==> src/rtl/round_divider_arbiter.sv <==
// round_divider_arbiter
//   Round-robin arbiter in front of one shared rounding power-of-two divider.
//   One transaction is in flight at a time: IDLE grants and captures operands,
//   CALC computes the rounded, saturated quotient, and RESP presents it until
//   the consumer accepts it.
//
// Ports
//   clk, rst      clock and asynchronous active-high reset
//   req_valid     per-requester request valid
//   req_data      8-bit dividends, requester i at [8*i+7:8*i]
//   req_shift     4-bit shift counts, requester i at [4*i+3:4*i]
//   req_ready     one-hot accept strobe (combinational, IDLE only)
//   rsp_valid     result valid (state RESP)
//   rsp_ready     consumer accepts result
//   rsp_data      rounded quotient
//   rsp_id        index of the requester served
//   busy          high whenever the FSM is not IDLE
//   done_cnt      completed responses, wraps 0xFFFF -> 0
//   dbg_state     current FSM state encoding (IDLE=0, CALC=1, RESP=2)
//
// Handshake: a transfer happens on a rising edge where valid and ready are
// both high. The requester holds its operands stable while it waits; the
// response side holds rsp_data/rsp_id stable until rsp_ready is seen.
module round_divider_arbiter #(
    parameter int NREQ = 4
) (
    input  logic                       clk,
    input  logic                       rst,
    input  logic [NREQ-1:0]            req_valid,
    input  logic [8*NREQ-1:0]          req_data,
    input  logic [4*NREQ-1:0]          req_shift,
    output logic [NREQ-1:0]            req_ready,
    output logic                       rsp_valid,
    input  logic                       rsp_ready,
    output logic [7:0]                 rsp_data,
    output logic [$clog2(NREQ)-1:0]    rsp_id,
    output logic                       busy,
    output logic [15:0]                done_cnt,
    output logic [1:0]                 dbg_state
);
    localparam int IDW = $clog2(NREQ);

    typedef enum logic [1:0] {
        S_IDLE = 2'd0,
        S_CALC = 2'd1,
        S_RESP = 2'd2
    } state_t;

    state_t           state_q, state_d;
    logic [IDW-1:0]   rr_ptr_q, rr_ptr_d;
    logic [IDW-1:0]   grant_id_q, grant_id_d;
    logic [7:0]       op_d_q, op_d_d;
    logic [3:0]       op_n_q, op_n_d;
    logic [7:0]       rsp_data_q, rsp_data_d;
    logic [IDW-1:0]   rsp_id_q, rsp_id_d;
    logic [15:0]      done_cnt_q, done_cnt_d;

    // Round-robin search: first valid requester at or after rr_ptr, with wrap.
    logic             grant_found;
    logic [IDW-1:0]   grant_idx;
    logic [IDW:0]     cand_wide;
    logic [IDW-1:0]   cand;

    always_comb begin
        grant_found = 1'b0;
        grant_idx   = '0;
        cand_wide   = '0;
        cand        = '0;
        for (int k = 0; k < NREQ; k++) begin
            cand_wide = {1'b0, rr_ptr_q} + (IDW+1)'(k);
            if (cand_wide >= (IDW+1)'(NREQ)) begin
                cand_wide = cand_wide - (IDW+1)'(NREQ);
            end
            cand = cand_wide[IDW-1:0];
            if (!grant_found && req_valid[cand]) begin
                grant_found = 1'b1;
                grant_idx   = cand;
            end
        end
    end

    // Operand mux for the winning requester.
    logic [7:0] sel_data;
    logic [3:0] sel_shift;

    always_comb begin
        sel_data  = '0;
        sel_shift = '0;
        for (int i = 0; i < NREQ; i++) begin
            if (grant_idx == IDW'(i)) begin
                sel_data  = req_data[8*i +: 8];
                sel_shift = req_shift[4*i +: 4];
            end
        end
    end

    // Rounded divide by 2^n: the last bit shifted out decides round-up.
    logic [7:0] quot_c;
    logic       round_c;
    logic [8:0] sum_c;
    logic [7:0] result_c;

    always_comb begin
        quot_c  = (op_n_q >= 4'd8) ? 8'd0 : (op_d_q >> op_n_q);
        round_c = 1'b0;
        if (op_n_q >= 4'd1 && op_n_q <= 4'd8) begin
            round_c = op_d_q[3'(op_n_q - 4'd1)];
        end
        sum_c    = {1'b0, quot_c} + {8'd0, round_c};
        result_c = sum_c[8] ? 8'hFF : sum_c[7:0];
    end

    // Next-state and outputs.
    logic [NREQ-1:0] ready_c;

    always_comb begin
        state_d    = state_q;
        rr_ptr_d   = rr_ptr_q;
        grant_id_d = grant_id_q;
        op_d_d     = op_d_q;
        op_n_d     = op_n_q;
        rsp_data_d = rsp_data_q;
        rsp_id_d   = rsp_id_q;
        done_cnt_d = done_cnt_q;
        ready_c    = '0;
        case (state_q)
            S_IDLE: begin
                if (grant_found) begin
                    ready_c[grant_idx] = 1'b1;
                    grant_id_d         = grant_idx;
                    op_d_d             = sel_data;
                    op_n_d             = sel_shift;
                    rr_ptr_d           = (grant_idx == IDW'(NREQ-1)) ? '0 : grant_idx + 1'b1;
                    state_d            = S_CALC;
                end
            end
            S_CALC: begin
                rsp_data_d = result_c;
                rsp_id_d   = grant_id_q;
                state_d    = S_RESP;
            end
            S_RESP: begin
                if (rsp_ready) begin
                    done_cnt_d = done_cnt_q + 16'd1;
                    state_d    = S_IDLE;
                end
            end
            default: state_d = S_IDLE;
        endcase
    end

    always_ff @(posedge clk or posedge rst) begin
        if (rst) begin
            state_q    <= S_IDLE;
            rr_ptr_q   <= '0;
            grant_id_q <= '0;
            op_d_q     <= '0;
            op_n_q     <= '0;
            rsp_data_q <= '0;
            rsp_id_q   <= '0;
            done_cnt_q <= '0;
        end else begin
            state_q    <= state_d;
            rr_ptr_q   <= rr_ptr_d;
            grant_id_q <= grant_id_d;
            op_d_q     <= op_d_d;
            op_n_q     <= op_n_d;
            rsp_data_q <= rsp_data_d;
            rsp_id_q   <= rsp_id_d;
            done_cnt_q <= done_cnt_d;
        end
    end

    // Accept strobe is suppressed while reset is asserted.
    assign req_ready = rst ? '0 : ready_c;
    assign rsp_valid = (state_q == S_RESP);
    assign rsp_data  = rsp_data_q;
    assign rsp_id    = rsp_id_q;
    assign busy      = (state_q != S_IDLE);
    assign done_cnt  = done_cnt_q;
    assign dbg_state = state_q;

endmodule

==> config.mk <==
export PLATFORM = sky130hd
export DESIGN_NAME = round_divider_arbiter
export DESIGN_NICKNAME = d
export VERILOG_FILES = /design/src/rtl/round_divider_arbiter.sv
export SDC_FILE = /design/constraint.sdc
export NUM_CORES = 1
export LEC_CHECK = 0
export CORE_MARGIN = 4
export CORE_UTILIZATION = 48
export CTS_BUF_LIST = sky130_fd_sc_hd__clkbuf_2
export CTS_CLUSTER_SIZE = 40
export DETAILED_ROUTE_END_ITERATION = 12
export PLACE_DENSITY_LB_ADDON = 0.15
export SETUP_SLACK_MARGIN = 0.4
export SYNTH_ARGS = -nofsm -noshare
export SYNTH_HDL_FRONTEND = slang
export SYNTH_SLANG_ARGS = --single-unit
export TNS_END_PERCENT = 1
==> constraint.sdc <==
create_clock -name clk -period 3.8 [get_ports clk]
set_input_delay 0.76 -clock clk [delete_from_list [all_inputs] [get_ports clk]]
set_output_delay 0.76 -clock clk [all_outputs]
set_load 0.005 [all_outputs]
==> Word level (Yosys, flattened, before mapping) <==
Index checks and enable logic that the tools add are counted.
Widths: inputs -> output; s select.
{ "totals": {"ff_bits": 44, "latch_bits": 0, "mem_bits_rw": 0, "mem_bits_ro": 0, "inputBits": 55, "n_memories": 0} }
{ "op_classes": {"addsub": 11, "multipliers": 0, "div_mod_pow": 0, "magnitude_cmp": 14, "n_eq_ne": 7, "shift": 1, "n_mux": 42, "n_bitwise": 0, "n_reduce_logical": 14} }
{ "op_table": {"columns": ["cell", "count"], "rows": [
  ["$mux 8", 6],
  ["$mux 4", 7],
  ["$mux 2", 11],
  ["$add 16x1->16 const B", 1],
  ["$lt 2x3->1 const B", 5],
  ["$mux 1", 11],
  ["$add 8x1->9", 1],
  ["$ge 3x3->1 const B", 3],
  ["$bmux 1 s2", 4],
  ["$shr 8x4->8", 1],
  ["$sub 2x1->2 const B", 4],
  ["$add 2x2->3 const B", 2],
  ["$eq 2x2->1 const B", 3],
  ["$pmux 2 s3", 1],
  ["$reduce_and 2->1", 3],
  ["$logic_and 1x1->1", 5],
  ["$eq 2x1->1 const B", 2],
  ["$ge 4x1->1 const B", 1],
  ["$ge 4x4->1 const B", 1],
  ["$le 4x4->1 const B", 1],
  ["$logic_not 2->1", 2],
  ["$lt 3x4->1 const B", 1],
  ["$add 2x1->3 const B", 1],
  ["$bmux 1 s3", 1],
  ["other kinds (9)", 11]
]} }

==> Longest topological paths before layout <==
Gate-level depths: netlist of run 1.
{ "logic_depth": {"depth_word": 21, "ltp_mapped": 14, "mapped_depth_nobuf": 13} }

==> Worst setup path after synthesis of run 1 <==
Ideal clock, no wire load.
{ "synth_timing": {"path_kind": "input-to-output", "from": "in req_valid[2]", "to": "out req_ready[3]", "t_arrival_ns": 2.145, "setup_slack_ns": 0.895, "cell_stages": 7, "path_buffers": 2, "cell_sequence": "mux2i_1 nor2_1 nor3_1 ha_1 clkbuf_1 clkbuf_1 and3_1"} }
{ "synth_via": {"elab_chain_cells": 19} }
{ "synth_rtl": {"columns": ["element", "line_no", "source"], "rows": [
  ["start, declared", "29", "input logic [NREQ-1:0] req_valid,"],
  ["$bmux 1 s2", "75", "if (!grant_found && req_valid[cand]) begin"],
  ["$mux 1 (implied by the code)", "75", null],
  ["$mux 1", "75", null],
  ["$logic_not 1->1", "75", null],
  ["$logic_and 1x1->1", "75", null],
  ["$mux 1", "75", null],
  ["$logic_not 1->1", "75", null],
  ["$logic_and 1x1->1", "75", null],
  ["(+4 left out)", null, null],
  ["named net grant_idx[0]", "60", "logic [IDW-1:0] grant_idx;"],
  ["$lt 2x3->1 (implied by the code) or $ge 2x1->1 (tied branches)", "129", "ready_c[grant_idx] = 1'b1;"],
  ["$logic_and 1x1->1 (implied by the code)", "129", null],
  ["$mux 1 (implied by the code)", "129", null],
  ["$demux 1 s2 (*)", "129", null],
  ["$mux 4 (*)", "128", "if (grant_found) begin"],
  ["$mux 4 (*)", "126", "case (state_q)"],
  ["$mux 4 (*)", "175", "assign req_ready = rst ? '0 : ready_c;"],
  ["end, declared", "32", "output logic [NREQ-1:0] req_ready,"]
]} }
The timed path passes the listed nets; every way through them passes the cells marked *. The select of a mux whose other input is x is not followed.

==> Final worst setup path of run 1 <==
{ "layout_timing": {"from": "in req_valid[2]", "to": "out req_ready[2]"} }
Same word-level chain as after synthesis.

==> summary.md, run 1 <==
| Metric | Value |
|---|---|
| Outcome | finished clean |
| CP Buf/Inv Count | 3 |
| Count of input and output buffers | 88 |
| Syn. warnings | 0 |
| Static power due to leakage | 1.62 nW |
| Number of antenna-violating nets in the routed design | 0 |
| Max FO, Critical Path | 4 |
| Pin count of the biggest net entering global routing | 45 |
| Most area-consuming cells after synthesis | sky130_fd_sc_hd__dfrtp_1, sky130_fd_sc_hd__a21oi_1, sky130_fd_sc_hd__xnor2_1 |
| Fraction of layout cells with a size suffix above 1 | 7.44% |
| Reg-to-Reg End | rsp_data[1]$_DFFE_PP0N_ |
| Util after Layout | 68.7% |
| Die Area | 7170 sq um |
| Final hold violations | 0 |
| Deepest level of the CTS H-tree | 2 |
| Worst setup path class | in2out |
| Length in cells of the worst reg-to-reg path | 13 |
| Total congestion overflow | 0 |
| I/O pin count | 89 |
| Clock buffer count from CTS | 5 |
| Fraction of the mapped netlist area in compound gates | 18.8% |
| Die span in x | 84.7 um |
| Setup violations, final | 0 |
| Number of gates on the worst path with buffers counted | 7 |
| Top-count cell post-synth | sky130_fd_sc_hd__dfrtp_1 |
| Average size of a mapped cell | 8.91 sq um |
| Count of max-cap constraint violations | 0 |
| End point of the critical path | req_ready[2] |
| Initial Utilization | 50.4% |
| Cell types with the highest counts after synthesis | sky130_fd_sc_hd__dfrtp_1, sky130_fd_sc_hd__a21oi_1, sky130_fd_sc_hd__nor2_1 |
| Sequential cell area fraction in the yosys report | 39.0% |
| Required time reported for the critical path endpoint | 3.04 ns |
| Slowest cell on the critical path | sky130_fd_sc_hd__clkdlybuf4s50_1 |
| Number of antenna violations at the first check in global routing | 0 |
| Dominant register cell in the synthesized netlist | sky130_fd_sc_hd__dfrtp_1 |
| Maximum clock path buffer count | 2 |
| Main combinational cell family by area after synthesis | simple AND/OR/NAND/NOR gates |
| Share of synthesized area spent on multiplexers | 5.98% |
| Simple-gate area share of the yosys netlist | 21.0% |
| Total number of nets in the final design | 466 |
| Number of core rows | 27 |
| Global-route wire length before repair | 12300 um |
| Total number of vias | 2627 |
| Final routed DRC violation total | 0 |
| Endpoint type of the worst setup path | primary output |
| Worst-case vdd ir drop | 0.454 mV |
| Clock latency of the later-clocked register in the worst-skew pair | 0.39 ns |
| Final number of max-transition violations | 0 |
| Syn Std Cell Area | 2820 sq um |
| Total power per unit cell area | 690 nW/um^2 |
| HPWL reported at the end of detailed placement | 5700 um |
| Cell at the root of the clock tree | sky130_fd_sc_hd__clkbuf_2 |
| Register bit count reported by yosys | 44 |
| Most frequent cell on the critical path | sky130_fd_sc_hd__clkdlybuf4s50_1 |
| Post-route clock period utilization | 89.2% |
| Antenna cells | 0 |
| Cell count after synthesis | 317 |
| Post-DR wirelength/cell | 15.3 um |
| RSZ-0062 raised after global routing | yes |
| Largest stage delay, worst path | 0.53 ns |
| Setup slack after placement | 0.142 ns |
| Cell taking the most area after synthesis | sky130_fd_sc_hd__dfrtp_1 |
| Element type at the critical path start | primary input |
| Last weighted congestion value of the routability-driven placer | 0.943 |
| Synthesized-area fraction occupied by adder cells | 3.99% |
| Final setup skew | 0.0223 ns |
| Clock tree from TritonCTS | done |
| Min Clock Period, post-route | 3.39 ns |
| Area share of the largest cell type after synthesis | 39.0% |
| Vias in the first global route | 2533 |
| Worst Tran Pin Value | 0.773 ns |
| Top achievable clock speed | 295 MHz |
| Worst setup slack for register-to-register paths | 0.64 ns |
| Worst min-delay path category | reg2reg |
| Share of synthesized registers carrying an async set or reset | 100% |
| XOR/XNOR Fraction of Synth Area | 6.51% |
| Final setup slack of the worst path | 0.409 ns |
| Number of iterations in the first detailed-routing pass | 4 |
| Clock Pin Slew Worst Setup and Hold Paths | 0.23 ns |
| Global-route total usage across every layer | 20.9% |
| Area grow syn2layout | 36.5% |
| Worst flop-to-flop path startpoint | op_n_q[0]$_DFFE_PP0P_ |
| Family with the most delay on the worst path | buffers and inverters |
| Net Count, Synth | 381 |
| Clock net sink count | 44 |
| Arrival time at the worst endpoint | 2.63 ns |
| Number of synthesized flops with an enable pin | 0 |
| Core area | 5610 sq um |
| Startpoint of the most critical setup path | req_valid[2] |
| Post-route setup TNS | 0 ns |
| Mean number of vias per cell | 5.53 |
| Smallest hold slack | 0.486 ns |
| Die height | 84.7 um |
| Overall routed net length | 7260 um |
| Sequence of cells on the critical path | clkdlybuf4s50_1, nor3b_1, nor3_2, inv_1, ha_1, and3_1, clkdlybuf4s50_1 |
| Count of cell types in the netlist | 43 |
| Iteration-0 DRC Markers | 105 |
| Slew margin rel. | 48.4% |
## through the flow
stage / instances / instance area (sq um) / power [mW]
CTS: 475 / 3850 / 2.67
floorplan: 317 / 2820 / 1.88
global route: 475 / 3850 / 2.90
finish: 475 / 3850 / 2.66
detailed placement: 465 / 3760 / 2.39
global placement: 465 / 3760 / 2.34
## cell type report
class	instances	area, sq um
clock buffers	5	25.0
multi-input cells	242	1600
repair buffers	98	953
fillers	491	1750
well taps	72	90.1
inverters	11	41.3
clock inverters	3	42.5
flip-flops and latches	44	1100
## report_power, final
group	internal, mW	switching, mW	total, mW
combinational	0.776	0.763	1.54
sequential	0.638	0.223	0.860
clock	0.111	0.151	0.261
total	1.52	1.14	2.66
## metal layers
| layer | routed length (um) | part of all wire (%) | track usage, % | up-vias |
|---|---|---|---|---|
| met4 | 88 | 1.2 | 4.89 | 0 |
| met5 | 0 | 0 | 0 | - |
| met1 | 3240 | 45 | 27.9 | 1241 |
| met2 | 3500 | 48 | 34.0 | 63 |
| met3 | 435 | 6.0 | 5.40 | 8 |
| li1 | - | - | - | 1315 |
## timing repair
| action | 4_1_cts | 5_1_grt |
|---|---|---|
| pin swaps | 1 | 0 |
| hold buffers | 0 | 0 |
| gates resized for setup | 4 | 0 |
| endpoints found under the setup margin | 4 | 12 |
| buffers inserted | 2 | 0 |
## worst min path at each step
stage / start / to / slack (ns) / depth (start not counted)
after floorplan: grant_id_q[1]$_DFFE_PP0P_ / rsp_id[1]$_DFFE_PP0N_ / 0.43 / 2
after global placement: done_cnt[15]$_DFFE_PP0P_ / done_cnt[15]$_DFFE_PP0P_ / 0.46 / 1
after detailed placement: done_cnt[15]$_DFFE_PP0P_ / done_cnt[15]$_DFFE_PP0P_ / 0.47 / 1
after CTS: done_cnt[15]$_DFFE_PP0P_ / done_cnt[15]$_DFFE_PP0P_ / 0.49 / 1
after global routing: done_cnt[15]$_DFFE_PP0P_ / done_cnt[15]$_DFFE_PP0P_ / 0.51 / 1
final: done_cnt[15]$_DFFE_PP0P_ / done_cnt[15]$_DFFE_PP0P_ / 0.49 / 1
## kinds of logic (layout without fill, tap and decap cells)
| family | Yosys count | in the layout |
|---|---|---|
| and+or+nand+nor | 115 | 115 |
| AOI/OAI and AO/OA | 83 | 83 |
| adders and majority gates | 9 | 9 |
| DFF | 44 | 44 |
| muxes | 14 | 14 |
| xor gates and xnor gates | 21 | 21 |
| buffers and inverters | 31 | 117 |
## cells in the final DEF (no fill, tap or decap), types with 5 or more instances in the layout
cell type | netlist | routed
sky130_fd_sc_hd__clkdlybuf4s50_1 | 0 | 86
sky130_fd_sc_hd__nand2_1 | 16 | 16
sky130_fd_sc_hd__nor3_1 | 13 | 12
sky130_fd_sc_hd__buf_4 | 2 | 10
sky130_fd_sc_hd__dfrtp_1 | 44 | 44
sky130_fd_sc_hd__and3_1 | 7 | 7
sky130_fd_sc_hd__inv_1 | 11 | 10
sky130_fd_sc_hd__nand4_1 | 6 | 6
sky130_fd_sc_hd__xnor2_1 | 14 | 14
sky130_fd_sc_hd__ha_1 | 9 | 9
sky130_fd_sc_hd__nor2_1 | 32 | 31
sky130_fd_sc_hd__mux2i_1 | 9 | 9
sky130_fd_sc_hd__a21oi_1 | 38 | 38
sky130_fd_sc_hd__nand2b_1 | 6 | 6
sky130_fd_sc_hd__clkbuf_2 | 0 | 5
sky130_fd_sc_hd__o21ai_0 | 12 | 12
sky130_fd_sc_hd__a221oi_1 | 11 | 11
sky130_fd_sc_hd__nand3_1 | 5 | 5
sky130_fd_sc_hd__xor2_1 | 7 | 7
sky130_fd_sc_hd__nor2b_1 | 14 | 14
## worst reg2reg max path: stages, from the launching register on
cell and delay (ns):
sky130_fd_sc_hd__dfrtp_1 0.67, sky130_fd_sc_hd__inv_1 0.15, sky130_fd_sc_hd__ha_1 0.36, sky130_fd_sc_hd__mux4_2 0.32
sky130_fd_sc_hd__mux2i_1 0.17, sky130_fd_sc_hd__nor2_1 0.06, sky130_fd_sc_hd__a21oi_1 0.11, sky130_fd_sc_hd__o21ai_0 0.10
sky130_fd_sc_hd__ha_1 0.24, sky130_fd_sc_hd__ha_1 0.21, sky130_fd_sc_hd__o21ai_1 0.15, sky130_fd_sc_hd__or2_1 0.17
sky130_fd_sc_hd__o21ai_1 0.15, sky130_fd_sc_hd__o22a_1 0.26
## flip-flops by register name, indices dropped and copies added (netlist names)
signal and count:
done_cnt 16, op_d_q 8, rsp_data 8, op_n_q 4, dbg_state 2, grant_id_q 2
rr_ptr_q 2, rsp_id 2
Note: power is estimated with default switching activity, not from simulation.
==> run 2: changes to the inputs <==
--- a/config.mk
+++ b/config.mk
@@ -6,7 +6,7 @@
 export NUM_CORES = 1
 export LEC_CHECK = 0
 export CORE_MARGIN = 4
-export CORE_UTILIZATION = 48
+export CORE_UTILIZATION = 52
 export CTS_BUF_LIST = sky130_fd_sc_hd__clkbuf_2
 export CTS_CLUSTER_SIZE = 40
 export DETAILED_ROUTE_END_ITERATION = 12
==> constraint.sdc (replaced) <==
create_clock -name clk -period 4.1 [get_ports clk]
set_input_delay 0.82 -clock clk [delete_from_list [all_inputs] [get_ports clk]]
set_output_delay 0.82 -clock clk [all_outputs]
set_load 0.005 [all_outputs]
==> summary.md, run 2 (synthesized netlist as in run 1, its figures left out) <==
| Metric | Value |
|---|---|
| Arrival time at the worst endpoint | 2.76 ns (+0.13 ns) |
| Area post-placement | 3750 sq um (-0.47%) |
| Post-route clock period utilization | 87.3% |
| Clock latency of the later-clocked register in the worst-skew pair | 0.42 ns (+0.03 ns) |
| Pin count of the biggest net entering global routing | 45 (unchanged) |
| HPWL reported at the end of detailed placement | 5460 um (-4.3%) |
| Deepest level of the CTS H-tree | 2 (unchanged) |
| Element type at the critical path start | primary input |
| Final hold violations | 0 (unchanged) |
| Clock Pin Slew Worst Setup and Hold Paths | 0.22 ns (about the same) |
| Final routed DRC violation total | 0 (unchanged) |
| Core area | 5170 sq um (-7.8%) |
| Sequence of cells on the critical path | clkdlybuf4s50_1, a21oi_1, o21a_1, o22ai_2, inv_1, ha_1, and3_1, clkdlybuf4s50_1 |
| Most frequent standard cell in the layout excluding fill and tap cells | sky130_fd_sc_hd__clkdlybuf4s50_1 |
| Number of antenna-violating nets in the routed design | 0 (unchanged) |
| Startpoint of the most critical setup path | req_valid[0] |
| Post-DR wirelength/cell | 14.8 um (-3.0%) |
| Overall routed net length | 6930 um (-4.5%) |
| Total number of vias | 2628 (+0.038%) |
| Clock buffer count from CTS | 5 (unchanged) |
| Worst flop-to-flop path startpoint | op_n_q[1]$_DFFE_PP0P_ |
| Total power per unit cell area | 623 nW/um^2 (-9.8%) |
| Iteration-0 DRC Markers | 187 (+78%) |
| Antenna cells | 0 (unchanged) |
| Max FO, Critical Path | 5 (+1) |
| Mean number of vias per cell | 5.62 (+1.5%) |
| Start point of the worst hold path | done_cnt[15]$_DFFE_PP0P_ |
| Static power due to leakage | 1.58 nW (-2.3%) |
| Top achievable clock speed | 279 MHz |
| Setup violations, final | 0 (unchanged) |
| CP Buf/Inv Count | 3 (unchanged) |
| Die Area | 6670 sq um (-7.0%) |
| Number of iterations in the first detailed-routing pass | 4 (unchanged) |
| Global-route wire length before repair | 11700 um (-5.3%) |
| I/O pin count | 89 (unchanged) |
| Worst setup path class | in2out |
| Commonest cells after routing, fill and taps aside | sky130_fd_sc_hd__clkdlybuf4s50_1, sky130_fd_sc_hd__dfrtp_1, sky130_fd_sc_hd__a21oi_1 |
| Number of core rows | 26 (-3.7%) |
| Min Clock Period, post-route | 3.58 ns |
| Most frequent cell on the critical path | sky130_fd_sc_hd__clkdlybuf4s50_1 |
| Final number of max-transition violations | 0 (unchanged) |
| Endpoint type of the worst setup path | primary output |
| Total number of nets in the final design | 462 (-0.86%) |
| Number of antenna violations at the first check in global routing | 0 (unchanged) |
| Family with the most delay on the worst path | buffers and inverters |
| Largest stage delay, worst path | 0.55 ns (+0.02 ns) |
| Vias in the first global route | 2508 (-0.99%) |
| Worst Tran Pin Value | 0.797 ns (+0.0245 ns) |
| Area grow syn2layout | 34.4% |
| Post-route setup TNS | 0 ns (unchanged) |
| Fraction of layout cells with a size suffix above 1 | 6.53% (-0.91 points) |
| Post-route non-filler standard cell count | 468 (-1.5%) |
| Slowest cell on the critical path | sky130_fd_sc_hd__clkdlybuf4s50_1 |
| Die span in x | 81.7 um (-3.5%) |
| Total non-filler cell area in the finished layout | 3790 sq um (-1.6%) |
| Post-CTS setup repair buffer count | 0 (-2) |
| Global-route total usage across every layer | 22.2% (+1.3 points) |
| Initial Utilization | 54.6% (+4.2 points) |
| Overall Power | 2.36 mW (-11%) |
| Last weighted congestion value of the routability-driven placer | 0.852 (-9.6%) |
| Worst-case vdd ir drop | 0.428 mV (-5.8%) |
| RSZ-0062 raised after global routing | yes |
| Final setup skew | 0.0527 ns (+0.0304 ns) |
| Count of max-cap constraint violations | 0 (unchanged) |
| Count of input and output buffers | 88 (unchanged) |
| Cell at the root of the clock tree | sky130_fd_sc_hd__clkbuf_2 |
| Clock net sink count | 44 (unchanged) |
| Required time reported for the critical path endpoint | 3.28 ns (+0.24 ns) |
| Maximum clock path buffer count | 2 (unchanged) |
| Worst min-delay path category | reg2reg |
| Slew margin rel. | 46.7% (-1.6 points) |
| Placed Cells incl. Taps | 461 (-0.86%) |
| Util after Layout | 73.4% (+4.6 points) |
| Die height | 81.7 um (-3.5%) |
| Clock tree from TritonCTS | done |
| Flip-flop count of the largest register, all copies and words added | 16 (unchanged) |
| Outcome | finished clean |
| Total congestion overflow | 0 (unchanged) |
| Fill cell instance count of the final layout | 411 (-16%) |
## run 2: cell count changes in the layout (fill, tap and decap cells not counted)
cell	delta
sky130_fd_sc_hd__clkinv_2	+1
sky130_fd_sc_hd__clkinv_1	-1
sky130_fd_sc_hd__bufinv_16	-1
sky130_fd_sc_hd__clkinvlp_4	+1
sky130_fd_sc_hd__dlygate4sd2_1	-2
sky130_fd_sc_hd__clkinv_4	-1
sky130_fd_sc_hd__clkdlybuf4s50_1	+2
sky130_fd_sc_hd__buf_4	-4
## run 2: final cells by class
type                    count  area [sq um]  share of cell area, %
clock inverters             2          12.5                  0.330
repair buffers             94           926                   24.4
clock buffers               5          25.0                  0.659
flip-flops and latches     44          1100                   29.0
well taps                  70          87.6                   2.31
multi-input cells         242          1600                   42.2
inverters                  11          41.3                   1.09
## run 2: final timing paths
| check | to | slack [ns] | depth (start not counted) |
|---|---|---|---|
| min in group asynchronous | rsp_data[4]$_DFFE_PP0N_ | 0.91 | 3 |
| worst max register to register | rsp_data[6]$_DFFE_PP0N_ | 0.74 | 13 |
| max in group asynchronous | op_n_q[0]$_DFFE_PP0P_ | 2.76 | 3 |
| worst min-delay path | done_cnt[15]$_DFFE_PP0P_ | 0.49 | 1 |
| worst max-delay path | req_ready[3] | 0.52 | 8 |
| worst min register to register | done_cnt[15]$_DFFE_PP0P_ | 0.49 | 1 |
## run 2: timing repair
item,in CTS,in global routing
pin swaps,0,1
gates resized for setup,1,1
hold buffers,0,0
endpoints found under the hold margin,0,0
endpoints found under the setup margin,2,4
## run 2: per-layer routing
layer	global-route usage (%)	wire length, um	vias up
met1	29.0	2950	1214
met2	35.8	3260	100
li1	-	-	1306
met4	5.48	74	0
met3	7.02	651	8
met5	0	0	-
## run 2: through the flow
stage / hold slack [ns] / setup slack (ns)
after global placement: 0.456 / 0.476
after global routing: 0.529 / 0.382
after detailed placement: 0.461 / 0.382
final: 0.485 / 0.521
after floorplan: 0.435 / 1.08
after CTS: 0.490 / 0.448
## run 2: power breakdown
| group | internal [mW] | switching, mW | total [mW] |
|---|---|---|---|
| clock network | 0.0377 | 0.141 | 0.178 |
| registers | 0.591 | 0.212 | 0.803 |
| logic | 0.699 | 0.683 | 1.38 |
==> variant 1, RTL diff (config.mk and constraints of run 1) <==
Set the parameter `NREQ` to 2 (it was 4).
--- a/src/rtl/round_divider_arbiter.sv
+++ b/src/rtl/round_divider_arbiter.sv
@@ -22,7 +22,7 @@
 // both high. The requester holds its operands stable while it waits; the
 // response side holds rsp_data/rsp_id stable until rsp_ready is seen.
 module round_divider_arbiter #(
-    parameter int NREQ = 4
+    parameter int NREQ = 2
 ) (
     input  logic                       clk,
     input  logic                       rst,
Ports: changed (5 resized); port bits go from 89 to 60. The function was not compared with the original's and may differ.
==> variant 1 against run 1 <==
  * Total power decreased by 22%
  * Area after synthesis shrank 18%
  * Sequential cell count decreased by 3
  * Worst setup slack better by 0.29 ns
  * Clock skew fell by 0.0059 ns
  * Largest power group unchanged
  * Worst hold slack worse by 0.0034 ns
  * Final area fell by 22%
  * Combinational power decreased by 30%
  * Routed wire length down 32%
  * Count of clock-buffer cells in the layout unchanged
==> variant 1: results (changes against run 1) <==
metric	value	unit	change
synthTopCellsByCount	sky130_fd_sc_hd__dfrtp_1, sky130_fd_sc_hd__nand2_1, sky130_fd_sc_hd__nor2_1		
timing.final.crit_share	81.6	%	-7.7 points
placed_cell_area	2950	um2	-22%
gpl.final_weighted_congestion	0.922		-2.2%
path_clk_slew	0.24	ns	
synthesis.yosys.warnings	0		unchanged
status	finished, final reports clean		
criticalPathCategory	register to register		
critical-path-top-delay-family	adder cells		
holdPathStages	1		unchanged
pre_cts_ws	0.568	ns	+0.426 ns
cellLeakagePower	1.30	nW	-20%
via_count_of_the_first_global_routing_pass	1792		-29%
hold_path_startpoint	done_cnt[15]$_DFFE_PP0P_		
clock-skew-final	0.0164	ns	-0.00587 ns
cts_buffers	5		unchanged
layoutNonFillerInstCount	351		-26%
netlist_top_cells_area	sky130_fd_sc_hd__dfrtp_1, sky130_fd_sc_hd__mux2i_1, sky130_fd_sc_hd__xnor2_1		
drt_iter0_markers	111		+5.7%
dpl.hpwl	3800	um	-33%
first_pass_iters	5		+1
count_of_antenna_diodes_in_the_layout	0		unchanged
largest_reg_flops	16		unchanged
postSynthAreaPerCell	9.77	um2	+9.7%
finalNetCount	330		-29%
worstHoldEndpoint	done_cnt[15]$_DFFE_PP0P_		
timing.reg2reg.worst_path_depth	14		+1
grt_pass1_wl	8270	um	-33%
crit_start	op_n_q[1]$_DFFE_PP0P_		
clk_latency	0.42	ns	+0.03 ns
routed-via-count	1892		-28%
placed_cells	343		-26%
power.ir.vdd_worst	312	uV	-31%
io_buffer_count	59		-33%
synth-async-reset-ratio	100	%	unchanged
pin_count_of_the_biggest_net_entering_global_routing	42		-6.7%
max_slew_margin	66.0	%	+18 points
antenna_found_initial	0		unchanged
detail_route.wl_per_cell	14.0	um	-8.5%
postCtsHoldBufs	0		unchanged
critical_path_peak_fanout	13		+9
slowest_stage	sky130_fd_sc_hd__dfrtp_2		
post_synth_num_cell_types	45		+4.7%
yosysSeqAreaShare	44.3	%	+5.3 points
whs	0.483	ns	-0.00343 ns
track_usage	17.1	%	-3.7 points
syn-num-nets	271		-29%
critPathMaxStageDelay	0.57	ns	+0.04 ns
hold_class	register to register		
critical_path_arrival	3.43	ns	+0.80 ns
clock_tree.buffer_depth	2		unchanged
cts-htree-levels	2		unchanged
r2r_end	rsp_data[7]$_DFFE_PP0N_		
clock-root-buffer	sky130_fd_sc_hd__clkbuf_2		
drive_above_1_share	7.74	%	+0.30 points
-- variant 1: changes by cell type after synthesis, moves of 4 or more --
cell / run 1 / this run
sky130_fd_sc_hd__a21oi_1: 38 / 8
sky130_fd_sc_hd__a221oi_1: 11 / 0
sky130_fd_sc_hd__and3_1: 7 / 3
sky130_fd_sc_hd__clkbuf_1: 14 / 9
sky130_fd_sc_hd__ha_1: 9 / 5
sky130_fd_sc_hd__mux2i_1: 9 / 16
sky130_fd_sc_hd__nand2_1: 16 / 30
sky130_fd_sc_hd__nand3_1: 5 / 10
sky130_fd_sc_hd__nor2_1: 32 / 18
sky130_fd_sc_hd__nor2b_1: 14 / 3
sky130_fd_sc_hd__nor3_1: 13 / 4
-- variant 1: area by class of cell --
class,instances,area (um2)
multi-input combinational,176,1210
timing repair buffer,63,621
clock inverter,3,25.0
tap,54,67.6
sequential,41,1030
inverter,9,33.8
clock buffer,5,25.0
fill,401,1690
-- variant 1: power by group --
group | switching (W) | internal, W
clock network | 0.000161 | 0.0000489
registers | 0.000190 | 0.000584
logic | 0.000507 | 0.000576
total | 0.000859 | 0.00121
-- variant 1: logic make-up after synthesis --
family          Yosys count  share of synthesized area (%)
compound gates           45                           12.7
xor+xnor                 17                           6.43
fa+ha+maj                 5                           2.70
buf+inv                  20                           3.62
flops                    41                           44.3
mux                      23                           12.4
simple gates             86                           17.8
-- variant 1: repair_timing --
action                                 CTS  global route
buffers inserted                         0             0
resized for setup                        0             1
endpoints found under the hold margin    0             0
setup endpoints to repair                0             6
-- variant 1: per-layer routing --
metal / wire (um) / vias up / GRT usage, %
met5: 0 / - / 0
met3: 251 / 8 / 4.29
met2: 2200 / 58 / 27.1
met1: 2370 / 876 / 22.7
li1: - / 950 / -
met4: 84 / 0 / 6.41
==> variant 2, RTL diff (config.mk and constraints of run 1) <==
Without the edit above. Make the reset (`rst`) synchronous in one clocked block. Comments in the files are not updated.
--- a/src/rtl/round_divider_arbiter.sv
+++ b/src/rtl/round_divider_arbiter.sv
@@ -149,7 +149,7 @@
         endcase
     end
 
-    always_ff @(posedge clk or posedge rst) begin
+    always_ff @(posedge clk) begin
         if (rst) begin
             state_q    <= S_IDLE;
             rr_ptr_q   <= '0;
Behaviour: differs if rst is asserted again (counterexample within 4 cycles, from zero or initial values and one cycle with rst high); with rst held inactive, the same outputs for 10 cycles.
==> variant 2 against run 1 <==
  * Area after synthesis increased by 0.97%
  * Routed wire length decreased by 1.3%
  * Sequential cell count stayed put
  * Final area about the same
  * Non-clock buffer count unchanged
  * Worst setup slack gained 0.12 ns
  * Largest cell class unchanged
Power is not compared: it rests on default switching activity, and its combinational part moved more than twofold at a synthesized area within 25%.
==> variant 2: results (changes against run 1) <==
metric	value	unit	change
status	finished, final reports clean		
fillCellCount	475		-3.3%
multi_input_comb_cells	259		+7.0%
detailroute.wirelength.met2	3380	um	-3.3%
post_synth_xor_area_fraction	4.91	%	-1.6 points
m1WireLength	3260	um	+0.53%
rr_startpoint	op_n_q[0]$_SDFFE_PP0P_		
r2r_end	rsp_data[6]$_SDFFE_PP0N_		
via_count_of_the_first_global_routing_pass	2558		+0.99%
critical_path_peak_fanout	5		+1
hold_path_startpoint	grant_id_q[1]$_SDFFE_PP0P_		
gpl.final_weighted_congestion	0.853		-9.5%
holdPathStages	2		+1
design.die.area	7240	um2	+0.89%
post_synth_num_cell_types	58		+35%
non_clock_buffers_area_share	24.9	%	+0.19 points
grt.met3_usage	4.76	%	-0.64 points
syn-num-nets	399		+4.7%
clock-skew-final	0.0222	ns	-0.000126 ns
worstHoldEndpoint	rsp_id[1]$_SDFFE_PP0N_		
route.met3.wl	427	um	-1.8%
crit_start	req_valid[3]		
grtUsageMet1	26.5	%	-1.4 points
drt_iter0_markers	108		+2.9%
track_usage	20.0	%	-0.85 points
synth-compound-area-share	19.8	%	+1.0 points
variant 2: cell count changes in the layout (fill, tap and decap cells not counted), sizes merged, moves of 6 or more:
| cell | change |
|---|---|
| xnor2 | -8 |
| dfrtp | -44 |
| o21ai | -6 |
| nor2 | +16 |
| a211oi | +14 |
| a21oi | -12 |
| dfxtp | +44 |
variant 2: stage by stage:
| step | hold slack (ns) | power (W) | setup slack, ns | utilization (%) | cells |
|---|---|---|---|---|---|
| after floorplan | 0.428 | 0.00101 | 0.867 | - | 335 |
| after global placement | 0.444 | 0.00118 | 0.369 | 66.4 | 483 |
| after detailed placement | 0.456 | 0.00120 | 0.228 | 66.4 | 483 |
| after CTS | 0.483 | 0.00148 | 0.403 | 67.9 | 492 |
| after global routing | 0.520 | 0.00158 | 0.321 | 68.3 | 492 |
| final | 0.478 | 0.00147 | 0.531 | 68.3 | 492 |
variant 2: worst reg2reg max path, delay by kind of cell, from the launching register on:
| kind | cells | cell delay (ns) |
|---|---|---|
| fa+ha+maj | 3 | 0.92 |
| simple gates | 3 | 0.22 |
| buf+inv | 1 | 0.21 |
| flops | 1 | 0.69 |
| mux | 2 | 0.45 |
| compound gates | 3 | 0.56 |
variant 2: power groups by stage:
stage	Sequential (W)	Combinational [W]	Clock, W
final	0.000573	0.000629	0.000273
after global routing	0.000583	0.000699	0.000297
after CTS	0.000572	0.000626	0.000280
after detailed placement	0.000582	0.000621	0
after global placement	0.000579	0.000606	0
after floorplan	0.000553	0.000460	0
variant 2: logic make-up (layout without fill, tap and decap cells):
kind of cell    after synthesis  in the layout
compound gates               77             77
xor+xnor                     16             16
fa+ha+maj                     9              9
buf+inv                      32            117
flops                        44             44
mux                          19             19
simple gates                138            138
